===== src/rtl/cdc_pkg.sv =====
// Shared definitions for the synchronized edge-event logger.
package cdc_pkg;

    // Default configuration values. Instances may override them.
    localparam int TS_W_DEF       = 16;
    localparam int FIFO_DEPTH_DEF = 4;
    localparam int PTR_W_DEF      = $clog2(FIFO_DEPTH_DEF);

    // Event record layout: the type bit sits above the timestamp.
    typedef struct packed {
        logic                rising;
        logic [TS_W_DEF-1:0] ts;
    } evt_t;

    // Width of a packed event record for a given timestamp width.
    function automatic int evt_width(input int ts_w);
        return ts_w + 1;
    endfunction

    // Pointer width for a power-of-two FIFO depth.
    function automatic int ptr_width(input int depth);
        return (depth > 1) ? $clog2(depth) : 1;
    endfunction

endpackage


===== src/rtl/evt_fifo.sv =====
// Synchronous event FIFO. The head is held in registers, so o_valid and
// o_data have no combinational path from i_ready.
module evt_fifo
    import cdc_pkg::*;
#(
    parameter int DATA_W = 17,
    parameter int DEPTH  = 4
) (
    input  logic              clk,
    input  logic              rst,
    input  logic              i_push,
    input  logic [DATA_W-1:0] i_push_data,
    input  logic              i_ready,
    output logic              o_valid,
    output logic [DATA_W-1:0] o_data,
    output logic              o_full
);
    localparam int              PTR_W     = ptr_width(DEPTH);
    localparam int              CNT_W     = PTR_W + 1;
    localparam logic [PTR_W-1:0] PTR_ONE  = PTR_W'(1);
    localparam logic [CNT_W-1:0] DEPTH_C  = CNT_W'(DEPTH);

    logic [DATA_W-1:0] r_mem [DEPTH];
    logic [PTR_W-1:0]  r_wr_ptr;
    logic [PTR_W-1:0]  r_rd_ptr;
    logic [CNT_W-1:0]  r_count;
    logic              r_valid;
    logic [DATA_W-1:0] r_head;

    logic              w_pop;
    logic              w_push;
    logic [PTR_W-1:0]  w_rd_ptr_nxt;
    logic [CNT_W-1:0]  w_count_nxt;
    logic [DATA_W-1:0] w_head_nxt;

    // Next-state: accept a push when room exists or a pop frees a slot this edge.
    always_comb begin
        // NOTE: every always_comb output gets a default first, so no path leaves it unassigned (no latch).
        w_pop        = r_valid && i_ready;
        w_push       = i_push && ((r_count != DEPTH_C) || w_pop);
        w_rd_ptr_nxt = w_pop ? (r_rd_ptr + PTR_ONE) : r_rd_ptr;
        w_count_nxt  = r_count + CNT_W'(w_push) - CNT_W'(w_pop);
        w_head_nxt   = '0;
        if (w_count_nxt != '0) begin
            // The new head is the word being written only when the FIFO drains to it this edge.
            if (w_push && (w_rd_ptr_nxt == r_wr_ptr)) begin
                w_head_nxt = i_push_data;
            end else begin
                w_head_nxt = r_mem[w_rd_ptr_nxt];
            end
        end
    end

    // Storage array: written on accepted pushes only.
    always_ff @(posedge clk) begin
        // NOTE: the storage array has no reset; r_count and the zeroed head gate every read of it.
        if (w_push) begin
            r_mem[r_wr_ptr] <= i_push_data;
        end
    end

    // Pointers, occupancy and registered head.
    always_ff @(posedge clk) begin
        // NOTE: clocked state uses non-blocking assignments so every flop samples pre-edge values.
        if (rst) begin
            r_wr_ptr <= '0;
            r_rd_ptr <= '0;
            r_count  <= '0;
            r_valid  <= 1'b0;
            r_head   <= '0;
        end else begin
            if (w_push) begin
                r_wr_ptr <= r_wr_ptr + PTR_ONE;
            end
            r_rd_ptr <= w_rd_ptr_nxt;
            r_count  <= w_count_nxt;
            r_valid  <= (w_count_nxt != '0);
            r_head   <= w_head_nxt;
        end
    end

    assign o_valid = r_valid;
    assign o_data  = r_head;
    assign o_full  = (r_count == DEPTH_C);

endmodule


===== src/rtl/sync_edge_event.sv =====
// Glitch filter, edge pulses, timestamped event log and rising-edge counter
// for an already-synchronized level in the dst_clk domain.
module sync_edge_event
    import cdc_pkg::*;
#(
    parameter int FILTER_LEN = 3,
    parameter int TS_W       = 16,
    parameter int FIFO_DEPTH = 4,
    parameter int CNT_W      = 8
) (
    input  logic             dst_clk,
    input  logic             rst,
    input  logic             sync_data,
    output logic             filt_data,
    output logic             rise_pulse,
    output logic             fall_pulse,
    output logic             evt_valid,
    input  logic             evt_ready,
    output logic             evt_rising,
    output logic [TS_W-1:0]  evt_ts,
    output logic [CNT_W-1:0] rise_count,
    output logic             overflow,
    input  logic             clr_overflow
);
    localparam int               EVT_W   = evt_width(TS_W);
    localparam logic [7:0]       M_LAST  = 8'(FILTER_LEN - 1);
    localparam logic [TS_W-1:0]  TS_ONE  = TS_W'(1);
    localparam logic [CNT_W-1:0] CNT_ONE = CNT_W'(1);
    localparam logic [CNT_W-1:0] CNT_MAX = '1;

    logic             r_filt;
    logic [7:0]       r_m;
    logic             r_rise;
    logic             r_fall;
    logic [TS_W-1:0]  r_ts;
    logic [CNT_W-1:0] r_rise_cnt;
    logic             r_ovf;

    logic             w_mismatch;
    logic             w_accept;
    logic             w_pop;
    logic             w_full;
    logic             w_drop;
    logic [EVT_W-1:0] w_evt;
    logic [EVT_W-1:0] w_head;

    // The FILTER_LEN-th consecutive mismatching sample is the accepting edge.
    assign w_mismatch = (sync_data != r_filt);
    assign w_accept   = w_mismatch && (r_m == M_LAST);
    assign w_evt      = {sync_data, r_ts};
    assign w_pop      = evt_valid && evt_ready;
    assign w_drop     = w_accept && w_full && !w_pop;

    // Consecutive-mismatch filter and one-cycle edge pulses.
    always_ff @(posedge dst_clk) begin
        if (rst) begin
            r_filt <= 1'b0;
            r_m    <= '0;
            r_rise <= 1'b0;
            r_fall <= 1'b0;
        end else begin
            r_rise <= w_accept && sync_data;
            r_fall <= w_accept && !sync_data;
            if (w_accept) begin
                r_filt <= sync_data;
                r_m    <= '0;
            end else if (w_mismatch) begin
                r_m <= r_m + 8'd1;
            end else begin
                r_m <= '0;
            end
        end
    end

    // Free-running timestamp, wrapping at 2^TS_W.
    always_ff @(posedge dst_clk) begin
        if (rst) begin
            r_ts <= '0;
        end else begin
            r_ts <= r_ts + TS_ONE;
        end
    end

    // Saturating count of accepted rising edges, dropped events included.
    always_ff @(posedge dst_clk) begin
        if (rst) begin
            r_rise_cnt <= '0;
        end else if (w_accept && sync_data && (r_rise_cnt != CNT_MAX)) begin
            r_rise_cnt <= r_rise_cnt + CNT_ONE;
        end
    end

    // Sticky overflow; a drop on the same edge as a clear keeps it set.
    always_ff @(posedge dst_clk) begin
        if (rst) begin
            r_ovf <= 1'b0;
        end else if (w_drop) begin
            r_ovf <= 1'b1;
        end else if (clr_overflow) begin
            r_ovf <= 1'b0;
        end
    end

    evt_fifo #(
        .DATA_W (EVT_W),
        .DEPTH  (FIFO_DEPTH)
    ) u_evt_fifo (
        .clk         (dst_clk),
        .rst         (rst),
        .i_push      (w_accept),
        .i_push_data (w_evt),
        .i_ready     (evt_ready),
        .o_valid     (evt_valid),
        .o_data      (w_head),
        .o_full      (w_full)
    );

    assign filt_data  = r_filt;
    assign rise_pulse = r_rise;
    assign fall_pulse = r_fall;
    assign evt_rising = w_head[EVT_W-1];
    assign evt_ts     = w_head[TS_W-1:0];
    assign rise_count = r_rise_cnt;
    assign overflow   = r_ovf;

endmodule


===== config.mk =====
export PLATFORM = sky130hd
export DESIGN_NAME = sync_edge_event
export DESIGN_NICKNAME = d
export VERILOG_FILES = /design/src/rtl/cdc_pkg.sv /design/src/rtl/evt_fifo.sv /design/src/rtl/sync_edge_event.sv
export SDC_FILE = /design/constraint.sdc
export NUM_CORES = 1
export LEC_CHECK = 0
export CORE_MARGIN = 2
export CORE_UTILIZATION = 54
export DETAILED_ROUTE_END_ITERATION = 10
export PLACE_DENSITY = 0.73
export SLEW_MARGIN = 20
export SYNTH_ARGS = -nofsm -noshare
export SYNTH_HDL_FRONTEND = slang
export SYNTH_SLANG_ARGS = --single-unit

===== constraint.sdc =====
create_clock -name dst_clk -period 3.7 [get_ports dst_clk]
set_clock_uncertainty 0.15 [all_clocks]
set_input_delay 0.925 -clock dst_clk [delete_from_list [all_inputs] [get_ports dst_clk]]
set_output_delay 0.925 -clock dst_clk [all_outputs]
set_load 0.005 [all_outputs]

==> run_results.csv <==
group,metric,value,unit
global_routing,grt_overflow_total,0,
floorplan,core_area,10900,um2
cts,cts_buffers,17,
cts,cts_buffer_depth,2,
worst_setup_path,start_kind,"primary input",
yosys,syn-cell-area,6040,um2
sta,worst-slew-pin-transition,0.738,ns
sta,finalHoldViolCount,0,
layout,nFillCells,802,
layout,diodes,0,
yosys,synth_seq_area_share,54.1,%
layout,stdcell_area,7160,um2
yosys,syn_nets,546,
flow_run,drv_cap,0,
worst_setup_path,timing.rr.start,"r_m[0]",
cts,cts_root_buf,"clkbuf_8",
global_routing,grt_pass1_vias,4441,
pwr,p_per_area,597,nW/um2
cts,insertion_delay,0.52,ns
detailed_routing,first_pass_iters,7,
detailed_routing,wl_met2,7.23,mm
min_path,worstHoldStart,"r_m[0]",
yosys,syn_inst,530,
place,place.detailed.hpwl,8.65,mm
pwr,fin_total_pwr,4.27,mW
place,postPlaceCellArea,6560,um2
sta,timing.final.max_slew_violations,0,
detailed_routing,wl,14.3,mm
yosys,avgSynthCellArea,11.4,um2
pwr,p_leak,2.27,nW
yosys,ys_warn_count,0,
layout,final_nets,573,
cts,cts.sinks,129,
global_routing,antenna_found_initial,0,
place,place_congestion,0.815,
yosys,synthArstFlopShare,0,%
worst_setup_path,endpoint_kind,"flip-flop",
detailed_routing,wl_met1,6.07,mm
layout,drive_gt1_share,10.5,%
cts,cts_tree,"built",
cts,postCtsHoldBufs,0,
worst_setup_path,cp.required,3.96,ns
cts,ctsResizeCount,0,
yosys,synth_top_area_share,33.8,%
yosys,synth.distinct_cells,50,
sta,timing.fmax,0.322,GHz
yosys,synthTopCellsByCount,"68 x edfxtp_1, 66 x a211oi_1, 61 x dfxtp_1, 40 x clkbuf_1, 28 x nor2_1",
detailed_routing,dr.first_iter.drc_count,356,
sta,finalSetupViolations,0,
global_routing,grt_pass1_wl,22.6,mm
cts,post-cts-setup-buffer-count,0,
detailed_routing,drc,0,
layout,area_growth,18.5,%
detailed_routing,wire_per_inst,20.2,um
yosys,synth_top_area_cell,"edfxtp_1",
yosys,synth_edf_count,68,
floorplan,io_pins,35,
global_routing,grt_usage,25.1,%
sta,slew_headroom,50.5,%
detailed_routing,ant_nets,0,
sta,rsz0062_at_grt,"no",
worst_setup_path,cp.arrival,3.37,ns
yosys,ys_ff_latch,129,
detailed_routing,highest_layer,"met4",
run_status,status,"finished clean",
cts,clk_pin_slew,0.06,ns
floorplan,start_util,55.4,%
detailed_routing,vias_per_cell,6.43,
min_path,hold_path_class,"reg2reg",
cts,cts.htree.levels,4,
worst_setup_path,cp_max_fo,35,
sta,holdWs,0.310,ns
sta,fin_tns_setup,0,ns
detailed_routing,wl_met3,785,um
yosys,synthTopCellsByArea,"edfxtp_1 34%, dfxtp_1 20%, a211oi_1 8.2%, mux2i_1 2.8%, nor4bb_1 2.7%",
place,numPortBuffers,34,
pwr,peakVddDrop,0.320,mV
worst_setup_path,critical_path_class,"in2reg",
detailed_routing,vias,4567,
floorplan,die_h,110,um
yosys,synth.most_common_cell,"edfxtp_1",
floorplan,die_w,110,um
yosys,synthFlopType,"edfxtp_1",
global_routing,grt_max_degree,57,
sta,fin_crit_sh,84.1,%
sta,min_period,3.11,ns
floorplan,row_count,38,
worst_setup_path,cp-startpoint,"evt_ready",
floorplan,die-area,12000,um2
## area by class of cell
type / instances / area, um2 / share of cell area (%)
Clock inverter: 12 / 158 / 2.20
Multi-Input combinational cell: 338 / 2520 / 35.2
Clock buffer: 20 / 435 / 6.08
Sequential cell: 129 / 3260 / 45.6
Timing Repair Buffer: 57 / 551 / 7.69
Tap cell: 140 / 175 / 2.45
Inverter: 14 / 52.6 / 0.734
## cells in the final DEF, fill, tap and decap left out, types with 3 or more instances in the layout
cell type / count
o31ai_1: 21
buf_4: 20
edfxtp_1: 68
clkdlybuf4s50_1: 34
clkinvlp_4: 3
o2bb2ai_1: 16
xor2_1: 8
dfxtp_1: 60
nor4bb_1: 16
and4_1: 4
and3_1: 6
or3_1: 7
a2111oi_0: 17
or4_1: 5
nand2_1: 13
clkbuf_16: 16
nand3_1: 12
mux2i_1: 17
nand4_1: 3
bufinv_16: 3
nor2b_1: 4
nor3_1: 6
ha_1: 10
a211o_1: 3
xnor2_1: 14
a21oi_1: 15
nor2_1: 28
o21ai_0: 7
inv_1: 12
nor4_1: 4
buf_12: 3
a211oi_1: 66
nand4b_1: 17
## per-stage QoR
stage               instances  utilization [%]  worst slack (ns)
global placement          678             60.3             0.253
floorplan                 530                -            0.0880
detailed placement        678             60.3             0.116
CTS                       710             65.7             0.594
finish                    710             65.7             0.590
global route              710             65.7             0.466
## state kept, by name, summed over array words and instances, names as in the netlist
name / flops
u_evt_fifo.r_mem: 68
rise_pulse: 1
u_evt_fifo.o_valid: 1
rise_count: 8
r_m: 8
fall_pulse: 1
u_evt_fifo.r_count: 3
u_evt_fifo.r_wr_ptr: 2
r_ts: 16
overflow: 1
filt_data: 1
u_evt_fifo.r_rd_ptr: 2
u_evt_fifo.o_data: 17
## per-layer routing
layer,up-vias,GRT usage (%)
met5,-,0
met4,0,10.3
met3,23,5.75
met2,150,42.3
met1,2237,31.1
li1,2157,-
## final timing paths
check / endpoint / slack, ns / cells after the start
worst max register to register: u_evt_fifo.o_data[10] / 0.72 / 11
worst max-delay path: u_evt_fifo.o_data[10] / 0.59 / 6
worst min register to register: r_m[0] / 0.31 / 1
worst min-delay path: r_m[0] / 0.31 / 1
## power by group
part,internal (mW),switching (mW)
logic,0.416,0.523
registers,1.61,0.0747
clock network,1.05,0.602
## critical path, cell delays in order
cell and delay [ns]:
clkdlybuf4s50_1 0.51, buf_4 0.36, nand3b_1 0.16, a211o_1 0.45, a211o_1 0.58, a211oi_1 0.38
## kinds of logic (layout without fill, tap and decap cells)
family	after synthesis	count (layout)	synth area share (%)
compound gates	153	153	18.9
xor+xnor	22	22	3.19
fa+ha+maj	11	11	2.40
buf+inv	63	103	4.19
flops	129	129	54.1
mux	18	18	3.01
simple gates	134	134	14.2
Note: power is estimated with default switching activity, not from simulation.
